--- src/rtl/poly_wb_pkg.sv ---
// poly_wb_pkg: shared types and default sizes for the polynomial RAM writeback block.
//   wb_state_e       : writeback FSM state encoding
//   POLY_*           : default coefficient width, RAM address width, coefficients
//                      per polynomial and result buffer depth
package poly_wb_pkg;

    localparam int unsigned POLY_COEF_W     = 24;
    localparam int unsigned POLY_ADDR_W     = 8;
    localparam int unsigned POLY_N_COEF     = 256;
    localparam int unsigned POLY_FIFO_DEPTH = 4;

    typedef enum logic [1:0] {
        IDLE  = 2'd0,
        RUN   = 2'd1,
        DRAIN = 2'd2,
        DONE  = 2'd3
    } wb_state_e;

endpackage

--- src/rtl/poly_wb_fifo.sv ---
// poly_wb_fifo: synchronous FIFO with simultaneous push/pop (push into a full FIFO
// succeeds when a pop happens in the same cycle).
//   clk, rst      : clock, asynchronous active-high reset (empties the FIFO)
//   push, wdata   : write request and data
//   pop           : remove the head entry
//   rdata_c       : head entry (combinational read)
//   rdata_nxt_c   : entry behind the head (combinational read)
//   full, empty   : occupancy flags
//   two           : at least two entries held
// DEPTH must be a power of two, at least 2.
module poly_wb_fifo #(
    parameter int unsigned WIDTH = 48,
    parameter int unsigned DEPTH = 4
) (
    input  logic             clk,
    input  logic             rst,
    input  logic             push,
    input  logic [WIDTH-1:0] wdata,
    input  logic             pop,
    output logic [WIDTH-1:0] rdata_c,
    output logic [WIDTH-1:0] rdata_nxt_c,
    output logic             full,
    output logic             empty,
    output logic             two
);

    localparam int unsigned PTR_W = (DEPTH > 1) ? $clog2(DEPTH) : 1;
    localparam int unsigned CNT_W = $clog2(DEPTH + 1);

    logic [WIDTH-1:0] mem_q [DEPTH];
    logic [WIDTH-1:0] mem_d [DEPTH];
    logic [PTR_W-1:0] wr_ptr_q, wr_ptr_d;
    logic [PTR_W-1:0] rd_ptr_q, rd_ptr_d;
    logic [PTR_W-1:0] rd_ptr_nxt;
    logic [CNT_W-1:0] cnt_q, cnt_d;
    logic             full_q, full_d;
    logic             empty_q, empty_d;
    logic             two_q, two_d;
    logic             do_push, do_pop;

    // Pointer, count and flag update; flags are registered from the next count.
    always_comb begin
        do_pop     = pop & ~empty_q;
        do_push    = push & (~full_q | do_pop);
        mem_d      = mem_q;
        wr_ptr_d   = wr_ptr_q;
        rd_ptr_d   = rd_ptr_q;
        cnt_d      = cnt_q;
        rd_ptr_nxt = rd_ptr_q + PTR_W'(1);
        if (do_push) begin
            mem_d[wr_ptr_q] = wdata;
            wr_ptr_d        = wr_ptr_q + PTR_W'(1);
        end
        if (do_pop) begin
            rd_ptr_d = rd_ptr_nxt;
        end
        case ({do_push, do_pop})
            2'b10:   cnt_d = cnt_q + CNT_W'(1);
            2'b01:   cnt_d = cnt_q - CNT_W'(1);
            default: cnt_d = cnt_q;
        endcase
        full_d  = (cnt_d == CNT_W'(DEPTH));
        empty_d = (cnt_d == '0);
        two_d   = (cnt_d >= CNT_W'(2));
    end

    always_ff @(posedge clk or posedge rst) begin
        if (rst) begin
            wr_ptr_q <= '0;
            rd_ptr_q <= '0;
            cnt_q    <= '0;
            full_q   <= 1'b0;
            empty_q  <= 1'b1;
            two_q    <= 1'b0;
        end else begin
            wr_ptr_q <= wr_ptr_d;
            rd_ptr_q <= rd_ptr_d;
            cnt_q    <= cnt_d;
            full_q   <= full_d;
            empty_q  <= empty_d;
            two_q    <= two_d;
        end
    end

    // Storage needs no reset; occupancy is tracked by the count.
    always_ff @(posedge clk) begin
        mem_q <= mem_d;
    end

    assign rdata_c     = mem_q[rd_ptr_q];
    assign rdata_nxt_c = mem_q[rd_ptr_nxt];
    assign full        = full_q;
    assign empty       = empty_q;
    assign two         = two_q;

endmodule

--- src/rtl/poly_mau_wb.sv ---
// poly_mau_wb: writes one polynomial of MAU results (N_COEF coefficients) into RAM.
//   clk, rst                 : clock, asynchronous active-high reset
//   start                    : pulse, begins a writeback (ignored unless idle)
//   dual_out                 : 1 = write o0 and o1 per result, 0 = o0 only (sampled at start)
//   base_addr                : first RAM address (sampled at start)
//   poly_q                   : modulus for the optional range check
//   poly_valid, poly_mau_o0/1: MAU result strobe and data, no backpressure
//   ram_we/addr/wdata        : RAM write request, held stable until ram_ready
//   ram_ready                : RAM accepts the write this cycle
//   busy, done               : run in progress, one-cycle completion pulse
//   err_ovf, err_range       : sticky result-drop and out-of-range flags
// Build option: define POLY_WB_RANGE_CHK_EN to flag pushed coefficients >= poly_q.
module poly_mau_wb
    import poly_wb_pkg::*;
#(
    parameter int unsigned COEF_W     = POLY_COEF_W,
    parameter int unsigned ADDR_W     = POLY_ADDR_W,
    parameter int unsigned N_COEF     = POLY_N_COEF,
    parameter int unsigned FIFO_DEPTH = POLY_FIFO_DEPTH
) (
    input  logic              clk,
    input  logic              rst,
    input  logic              start,
    input  logic              dual_out,
    input  logic [ADDR_W-1:0] base_addr,
    input  logic [COEF_W-1:0] poly_q,
    input  logic              poly_valid,
    input  logic [COEF_W-1:0] poly_mau_o0,
    input  logic [COEF_W-1:0] poly_mau_o1,
    output logic              ram_we,
    output logic [ADDR_W-1:0] ram_addr,
    output logic [COEF_W-1:0] ram_wdata,
    input  logic              ram_ready,
    output logic              busy,
    output logic              done,
    output logic              err_ovf,
    output logic              err_range
);

    localparam int unsigned CNT_W  = $clog2(N_COEF + 2);
    localparam int unsigned PAIR_W = 2 * COEF_W;

    wb_state_e         state_q, state_d;
    logic [CNT_W-1:0]  push_cnt_q, push_cnt_d;
    logic [CNT_W-1:0]  acc_cnt_q, acc_cnt_d;
    logic [ADDR_W-1:0] base_q, base_d;
    logic              dual_q, dual_d;
    logic              half_q, half_d;
    logic              ram_we_q, ram_we_d;
    logic [ADDR_W-1:0] ram_addr_q, ram_addr_d;
    logic [COEF_W-1:0] ram_wdata_q, ram_wdata_d;
    logic              busy_q, busy_d;
    logic              done_q, done_d;
    logic              err_ovf_q, err_ovf_d;
    logic              err_range_q, err_range_d;

    logic              accept, push_req, fifo_push, fifo_pop;
    logic [CNT_W-1:0]  push_inc;
    logic [PAIR_W-1:0] fifo_head, fifo_nxt;
    logic              fifo_full, fifo_empty, fifo_two;
    logic              unused_nxt;

    // Pairs stay in the FIFO until their last word is accepted; the output
    // register only holds a copy of the word currently offered to the RAM.
    poly_wb_fifo #(
        .WIDTH (PAIR_W),
        .DEPTH (FIFO_DEPTH)
    ) u_fifo (
        .clk         (clk),
        .rst         (rst),
        .push        (fifo_push),
        .wdata       ({poly_mau_o1, poly_mau_o0}),
        .pop         (fifo_pop),
        .rdata_c     (fifo_head),
        .rdata_nxt_c (fifo_nxt),
        .full        (fifo_full),
        .empty       (fifo_empty),
        .two         (fifo_two)
    );

    assign unused_nxt = ^fifo_nxt[PAIR_W-1:COEF_W];

    // Next-state, counters, output register and error flags.
    always_comb begin
        state_d     = state_q;
        push_cnt_d  = push_cnt_q;
        acc_cnt_d   = acc_cnt_q;
        base_d      = base_q;
        dual_d      = dual_q;
        half_d      = half_q;
        ram_we_d    = ram_we_q;
        ram_wdata_d = ram_wdata_q;
        err_ovf_d   = err_ovf_q;
        err_range_d = err_range_q;

        accept    = ram_we_q & ram_ready;
        fifo_pop  = accept & (~dual_q | half_q);
        push_req  = (state_q == RUN) & poly_valid;
        fifo_push = push_req & (~fifo_full | fifo_pop);
        push_inc  = dual_q ? CNT_W'(2) : CNT_W'(1);

        if (accept) begin
            acc_cnt_d = acc_cnt_q + CNT_W'(1);
        end

        // Reload the output register when it is empty or its word leaves this cycle.
        if (!ram_we_q || accept) begin
            ram_we_d = 1'b0;
            if (accept && dual_q && !half_q) begin
                ram_we_d    = 1'b1;
                ram_wdata_d = fifo_head[PAIR_W-1:COEF_W];
                half_d      = 1'b1;
            end else if (accept) begin
                // Head is popped now, so the next word comes from the entry behind it.
                half_d = 1'b0;
                if (fifo_two) begin
                    ram_we_d    = 1'b1;
                    ram_wdata_d = fifo_nxt[COEF_W-1:0];
                end
            end else if (!fifo_empty) begin
                ram_we_d    = 1'b1;
                ram_wdata_d = fifo_head[COEF_W-1:0];
                half_d      = 1'b0;
            end
        end

        if (push_req && fifo_full && !fifo_pop) begin
            err_ovf_d = 1'b1;
        end

`ifdef POLY_WB_RANGE_CHK_EN
        if (fifo_push && ((poly_mau_o0 >= poly_q) || (dual_q && (poly_mau_o1 >= poly_q)))) begin
            err_range_d = 1'b1;
        end
`endif

        case (state_q)
            IDLE: begin
                if (start) begin
                    state_d     = RUN;
                    push_cnt_d  = '0;
                    acc_cnt_d   = '0;
                    half_d      = 1'b0;
                    err_ovf_d   = 1'b0;
                    err_range_d = 1'b0;
                    base_d      = base_addr;
                    dual_d      = dual_out;
                end
            end
            RUN: begin
                // Dropped pairs still count, so the run always reaches DRAIN.
                if (poly_valid) begin
                    push_cnt_d = push_cnt_q + push_inc;
                    if (push_cnt_d >= CNT_W'(N_COEF)) begin
                        state_d = DRAIN;
                    end
                end
            end
            DRAIN: begin
                // An empty pipe also ends the run when pairs were dropped.
                if ((acc_cnt_q == CNT_W'(N_COEF)) || (fifo_empty && !ram_we_q)) begin
                    state_d = DONE;
                end
            end
            DONE: begin
                state_d = IDLE;
            end
            default: begin
                state_d = IDLE;
            end
        endcase

        ram_addr_d = base_d + ADDR_W'(acc_cnt_d);
        busy_d     = (state_d == RUN) || (state_d == DRAIN);
        done_d     = (state_d == DONE);
    end

    always_ff @(posedge clk or posedge rst) begin
        if (rst) begin
            state_q     <= IDLE;
            push_cnt_q  <= '0;
            acc_cnt_q   <= '0;
            base_q      <= '0;
            dual_q      <= 1'b0;
            half_q      <= 1'b0;
            ram_we_q    <= 1'b0;
            ram_addr_q  <= '0;
            ram_wdata_q <= '0;
            busy_q      <= 1'b0;
            done_q      <= 1'b0;
            err_ovf_q   <= 1'b0;
            err_range_q <= 1'b0;
        end else begin
            state_q     <= state_d;
            push_cnt_q  <= push_cnt_d;
            acc_cnt_q   <= acc_cnt_d;
            base_q      <= base_d;
            dual_q      <= dual_d;
            half_q      <= half_d;
            ram_we_q    <= ram_we_d;
            ram_addr_q  <= ram_addr_d;
            ram_wdata_q <= ram_wdata_d;
            busy_q      <= busy_d;
            done_q      <= done_d;
            err_ovf_q   <= err_ovf_d;
            err_range_q <= err_range_d;
        end
    end

`ifndef POLY_WB_RANGE_CHK_EN
    logic unused_range;
    assign unused_range = ^poly_q;
`endif

    assign ram_we    = ram_we_q;
    assign ram_addr  = ram_addr_q;
    assign ram_wdata = ram_wdata_q;
    assign busy      = busy_q;
    assign done      = done_q;
    assign err_ovf   = err_ovf_q;
    assign err_range = err_range_q;

endmodule
--- config.mk ---
export PLATFORM = sky130hd
export DESIGN_NAME = poly_mau_wb
export DESIGN_NICKNAME = d
export VERILOG_FILES = /design/src/rtl/poly_wb_pkg.sv /design/src/rtl/poly_wb_fifo.sv /design/src/rtl/poly_mau_wb.sv
export SDC_FILE = /design/constraint.sdc
export NUM_CORES = 1
export LEC_CHECK = 0
export CAP_MARGIN = 20
export CORE_ASPECT_RATIO = 0.6
export CORE_UTILIZATION = 50
export DETAILED_ROUTE_END_ITERATION = 16
export GPL_ROUTABILITY_DRIVEN = 0
export PLACE_DENSITY = 0.72
export SLEW_MARGIN = 20
export SYNTH_ARGS = -nofsm -noshare
export SYNTH_HDL_FRONTEND = slang
export SYNTH_SLANG_ARGS = --single-unit
--- constraint.sdc ---
create_clock -name clk -period 3.9 [get_ports clk]
set_input_delay 0.78 -clock clk [delete_from_list [all_inputs] [get_ports clk]]
set_output_delay 0.78 -clock clk [all_outputs]
set_load 0.05 [all_outputs]
== Word level (Yosys, flattened, before mapping) ==
Index checks and enable logic that the tools add are counted.

* Add/sub/neg operators: 7
* $lt $le $gt $ge: 6
* Equal/unequal tests: 14
* Mux-type cells: 41
* Bitwise operators: 15
* Reductions and logical operators: 18

{| class="wikitable"
|+ Operator list
! cell !! number
|-
| $bmux 48 s2 || 2
|-
| $bwmux 192 || 1
|-
| $mux 24 || 6
|-
| $mux 48 || 3
|-
| $demux 48 s2 || 1
|-
| $mux 9 || 5
|-
| $pmux 9 s2 || 1
|-
| $mux 8 || 2
|-
| $mux 1 || 13
|-
| $eq 2x2->1 const B || 5
|-
| $mux 2 || 5
|-
| $add 9x1->9 const B || 1
|-
| $add 9x2->9 || 1
|-
| $eq 9x9->1 const B || 1
|-
| $ge 3x3->1 const B || 3
|-
| $ge 9x9->1 const B || 1
|-
| $not 2->3 || 3
|-
| $add 8x8->8 || 1
|-
| $pmux 2 s4 || 1
|-
| $and 1x1->1 || 6
|-
| $eq 2x1->1 const B || 3
|-
| $logic_and 1x1->1 || 6
|-
| $pmux 3 s2 || 1
|-
| $reduce_and 3->1 || 2
|-
| other kinds (17) || 27
|}

* Register bits after elaboration: 268
* Input bits: 86
* Output and inout port bits: 37

== Depth between registers and ports, before layout ==
* Word-level depth: 9
* Depth in mapped cells: 14

== Cells and area by module ==
Synthesis repeated with hierarchy kept, for this count alone.

* Cells, all modules: 719
* Area total of the unflattened synthesis: 12182.9 µm²

{| class="wikitable"
|+ By module, submodules not included
! module !! times used !! cells an instance !! area each (µm²)
|-
| poly_wb_fifo || 1 || 360 || 8688.3
|-
| poly_mau_wb || 1 || 359 || 3494.6
|}

== Worst setup path after synthesis ==
Ideal clock, no wire load.

* Path kind: input to register
* From: input port ram_ready
* To: register u_fifo.mem_q[0] (netlist name), enable pin
* Setup time: 0.410 ns
* Arrival: 2.752 ns
* Required time: 3.490 ns
* Setup slack: 0.738 ns
* Cell stages on the path: 5
* Path buffers: 0
* Cells stage by stage: nand2_1 nor3_2 inv_1 a21oi_1 and2_1

* Longest elaborated chain between the ends: 5

{| class="wikitable"
|+ RTL lines
! item !! line !! source
|-
| start: declaration || poly_mau_wb.sv:33 || <nowiki>input logic ram_ready,</nowiki>
|-
| $and 1x1->1 || poly_mau_wb.sv:96 || <nowiki>accept = ram_we_q & ram_ready;</nowiki>
|-
| $and 1x1->1 || poly_mau_wb.sv:97 || <nowiki>fifo_pop = accept & (~dual_q | half_q);</nowiki>
|-
| $and 1x1->1 || poly_wb_fifo.sv:43 || <nowiki>do_pop = pop & ~empty_q;</nowiki>
|-
| via u_fifo.do_pop || poly_wb_fifo.sv:39 || <nowiki>logic do_push, do_pop;</nowiki>
|-
| $or 1x1->1 || poly_wb_fifo.sv:44 || <nowiki>do_push = push & (~full_q | do_pop);</nowiki>
|-
| $and 1x1->1 || poly_wb_fifo.sv:44 ||
|-
| end signal: assignment || poly_wb_fifo.sv:87 || <nowiki>mem_q <= mem_d;</nowiki>
|-
| end: declaration || poly_wb_fifo.sv:30 || <nowiki>logic [WIDTH-1:0] mem_q [DEPTH];</nowiki>
|}

The timed path passes the listed nets, and every way through them passes these cells.
A chain may end at the register's enable or synchronous reset.

== Final worst setup path ==
* From: input port start
* To: register ram_addr_q[6] (netlist: ram_addr[6])

* Longest elaborated chain between the ends: 3

{| class="wikitable"
|+ RTL lines
! item !! line !! source
|-
| start: declaration || poly_mau_wb.sv:23 || <nowiki>input logic start,</nowiki>
|-
| $mux 8 || poly_mau_wb.sv:139 || <nowiki>if (start) begin</nowiki>
|-
| $mux 8 || poly_mau_wb.sv:137 || <nowiki>case (state_q)</nowiki>
|-
| via base_d[0] || poly_mau_wb.sv:46 || <nowiki>logic [ADDR_W-1:0] base_q, base_d;</nowiki>
|-
| $add 8x8->8 || poly_mau_wb.sv:173 || <nowiki>ram_addr_d = base_d + ADDR_W'(acc_cnt_d);</nowiki>
|-
| via ram_addr_d[6] || poly_mau_wb.sv:50 || <nowiki>logic [ADDR_W-1:0] ram_addr_q, ram_addr_d;</nowiki>
|-
| end signal: assignment || poly_mau_wb.sv:201 || <nowiki>ram_addr_q <= ram_addr_d;</nowiki>
|-
| end: declaration || poly_mau_wb.sv:50 ||
|}

The timed path passes the listed nets, and every way through them passes these cells.

==> summary.txt <==
Outcome -> finished clean
Pwr dens -> 775 nW/um^2
Dpl hpwl -> 14.8 mm
Core area -> 22100 sq um
CTS clk-pin slew, worst paths -> 0.07 ns
DR WL/cell -> 20.4 microns
Dominant cells by area after synthesis -> edfxtp_1 (51%), dfrtp_1 (17%), mux4_2 (14%), nand2_1 (2.9%), o21ai_0 (2.7%)
Detailed Route Iter0 Violations -> 494
DR vias -> 6438
Most frequent cell after synthesis -> edfxtp_1
Max-slew headroom -> 30.5%
Met3 Resource Use GR -> 3.37%
Worst slack, placed -> 0.231 ns
Net Sw Frac -> 34.3%
Largest net degree at the start of global routing -> 74
Tot Pwr -> 10.5 mW
Die area -> 23300 sq um
CTS Buf Count -> 25
F_max -> 0.317 GHz
HP Class -> reg -> reg
Syn Nets -> 805
Diodes inserted -> 0
Layout Nets -> 911
Final Skew -> 0.00584 ns
Number of max-cap violations -> 0
Netlist cell types -> 42
Non-filler cells, final -> 1131
Setup WS post-layout -> 0.749 ns
CTS tree -> done
Asr flop ratio synth -> 28.4%
Count of clock tree sinks -> 268
Unrepaired setup endpoints after global routing -> no
#FFs+latches synth -> 268
Drt via density -> 5.69
Yosys top cell by area -> edfxtp_1
Maximum VDD drop -> 0.000438 V
DRT Pass-1 Iters -> 5
Synth Flop Type -> edfxtp_1
Synth cell count leaders -> edfxtp_1 (192), nand2_1 (88), dfrtp_1 (75)
Num ports -> 123
Maximum root-to-sink buffer count -> 3
Power Internal -> 6.91 mW
NetSw -> 3.61 mW
Final worst-path cycle share -> 80.8%
Synth Area per Inst -> 16.2 sq um
Final core utilization -> 61.4%
CP Capture Type -> flop
Clk pwr share -> 22.8%
IO buf count -> 97
Setup bufs post-CTS -> 0
Hold Buf Count CTS -> 0
Reg power frac -> 41.8%
Layer with the highest usage -> met2
Sequential-to-total area share from yosys stat -> 67.7%
Met1 usage -> 31.1%
Kind of critical path -> in -> reg
First-pass GRT wire length -> 37.5 mm
CTS root buf -> clkbuf_16
Crit path required time -> 4.33 ns
Layout cells sized above 1 -> 18.1%
Finish-stage setup viols -> 0
Leakage -> 4.85 nW
Arr. time, crit path -> 3.58 ns
Die X -> 196 microns
Placed instance area -> 12800 sq um
Total track usage -> 21.0%
Area Growth Syn to Fin -> 19.9%
Post-synth top area share -> 50.9%
Slew @ Worst Pin -> 1.04 ns
Post-synth EDFFs -> 192
# rows -> 42
Synthesized instance count -> 699
H-tree levels -> 1
Hold Fails Final Rpt -> 0
GRT overflow -> 0
Final Max Tran Viols -> 0
Placed cells -> 1086
Combinational share of power -> 35.4%
Post-synthesis cell area -> 11300 sq um
Warnings, synthesis -> 0
Crit start category -> primary input
DRC viols -> 0
Starting Density -> 51.2%
Vias in the first global route -> 6708
Design Area, Final -> 13600 sq um
Initial antenna violation count -> 0
Clock Latency Late Sink -> 0.51 ns
Die Y-Extent -> 119 microns
Post-route ant nets -> 0
Worst hold slack -> 0.477 ns
Critical Path Fanout Max -> 4
Final min period -> 3.15 ns
Met2 Use GR -> 33.1%
TNS Setup -> 0 ns
Post-CTS Resized -> 0
Post-Route WL -> 23.1 mm
## cells in the final DEF, fill, tap and decap left out, types with 5 or more instances in the layout
cell type,n
nand4_1,6
and2_2,5
xnor2_1,13
buf_4,11
a21oi_1,13
clkdlybuf4s50_1,97
nand2_1,88
dfrtp_1,73
buf_12,8
nand3_1,26
ha_1,17
xor2_1,14
clkbuf_1,9
clkinv_2,6
clkbuf_16,25
mux4_2,72
inv_1,16
o21ai_0,61
edfxtp_1,192
mux2_2,9
nor2_1,21
## worst paths after layout
path | from | end | slack, ns | depth (start not counted)
min in group asynchronous | rst | ram_wdata[22] | 0.59 | 2
worst max register to register | state_q[1] | ram_addr[6] | 1.05 | 9
worst max-delay path | start | ram_addr[6] | 0.75 | 10
worst min-delay path | ram_wdata[23] | ram_wdata[23] | 0.48 | 2
worst min register to register | ram_wdata[23] | ram_wdata[23] | 0.48 | 2
max in group asynchronous | rst | u_fifo.empty | 2.57 | 3
## state kept, by name, indices dropped and copies added (netlist names), 2 cells and up
name and count:
u_fifo.wr_ptr_q 2, state_q 2, ram_wdata 24, base_q 8, u_fifo.mem_q 192, ram_addr 8, u_fifo.cnt_q 3, u_fifo.rd_ptr_q 2
acc_cnt_q 9, push_cnt_q 9
## worst max-delay path, cell delays in order
cell and delay, ns:
clkdlybuf4s50_1 0.48, nor3b_2 0.43, mux2_2 0.41, ha_1 0.23, fa_1 0.40, a21o_1 0.20, a21oi_1 0.23, o21bai_1 0.11
a21oi_1 0.18, xnor2_1 0.14
## power by group through the flow
stage / sequential [mW] / combinational (mW) / clock (mW)
2_1_floorplan: 4.72 / 2.28 / 0
3_3_place_gp: 4.39 / 3.64 / 0
3_5_place_dp: 4.46 / 3.75 / 0
4_1_cts: 4.41 / 3.76 / 2.45
5_1_grt: 4.49 / 4.03 / 2.56
6_report: 4.40 / 3.72 / 2.40
## cell families after synthesis
group	synth area share (%)
DFF	67.7
adders and majority gates	2.41
AOI/OAI and AO/OA	3.76
buffers and inverters	2.05
and+or+nand+nor	6.74
xor gates and xnor gates	2.09
muxes	15.2
other	0.0331
## layout make-up
cell class / instances / area, sq um
fillers: 1614 / 8550
flip-flops and latches: 268 / 7680
multi-input cells: 377 / 3440
repair buffers: 116 / 1210
clock buffers: 35 / 673
well taps: 308 / 385
clock inverters: 10 / 123
inverters: 17 / 65.1
## per-layer routing
layer  wire length [microns]  vias to the layer above  share of wire (%)
li1                        -                     2866                  -
met1                   10500                     3355                 45
met2                   11000                      181                 47
met3                    1240                       36                5.4
met4                     446                        0                1.9
met5                       0                        -                  0
Note: power is estimated with default switching activity, not from simulation.
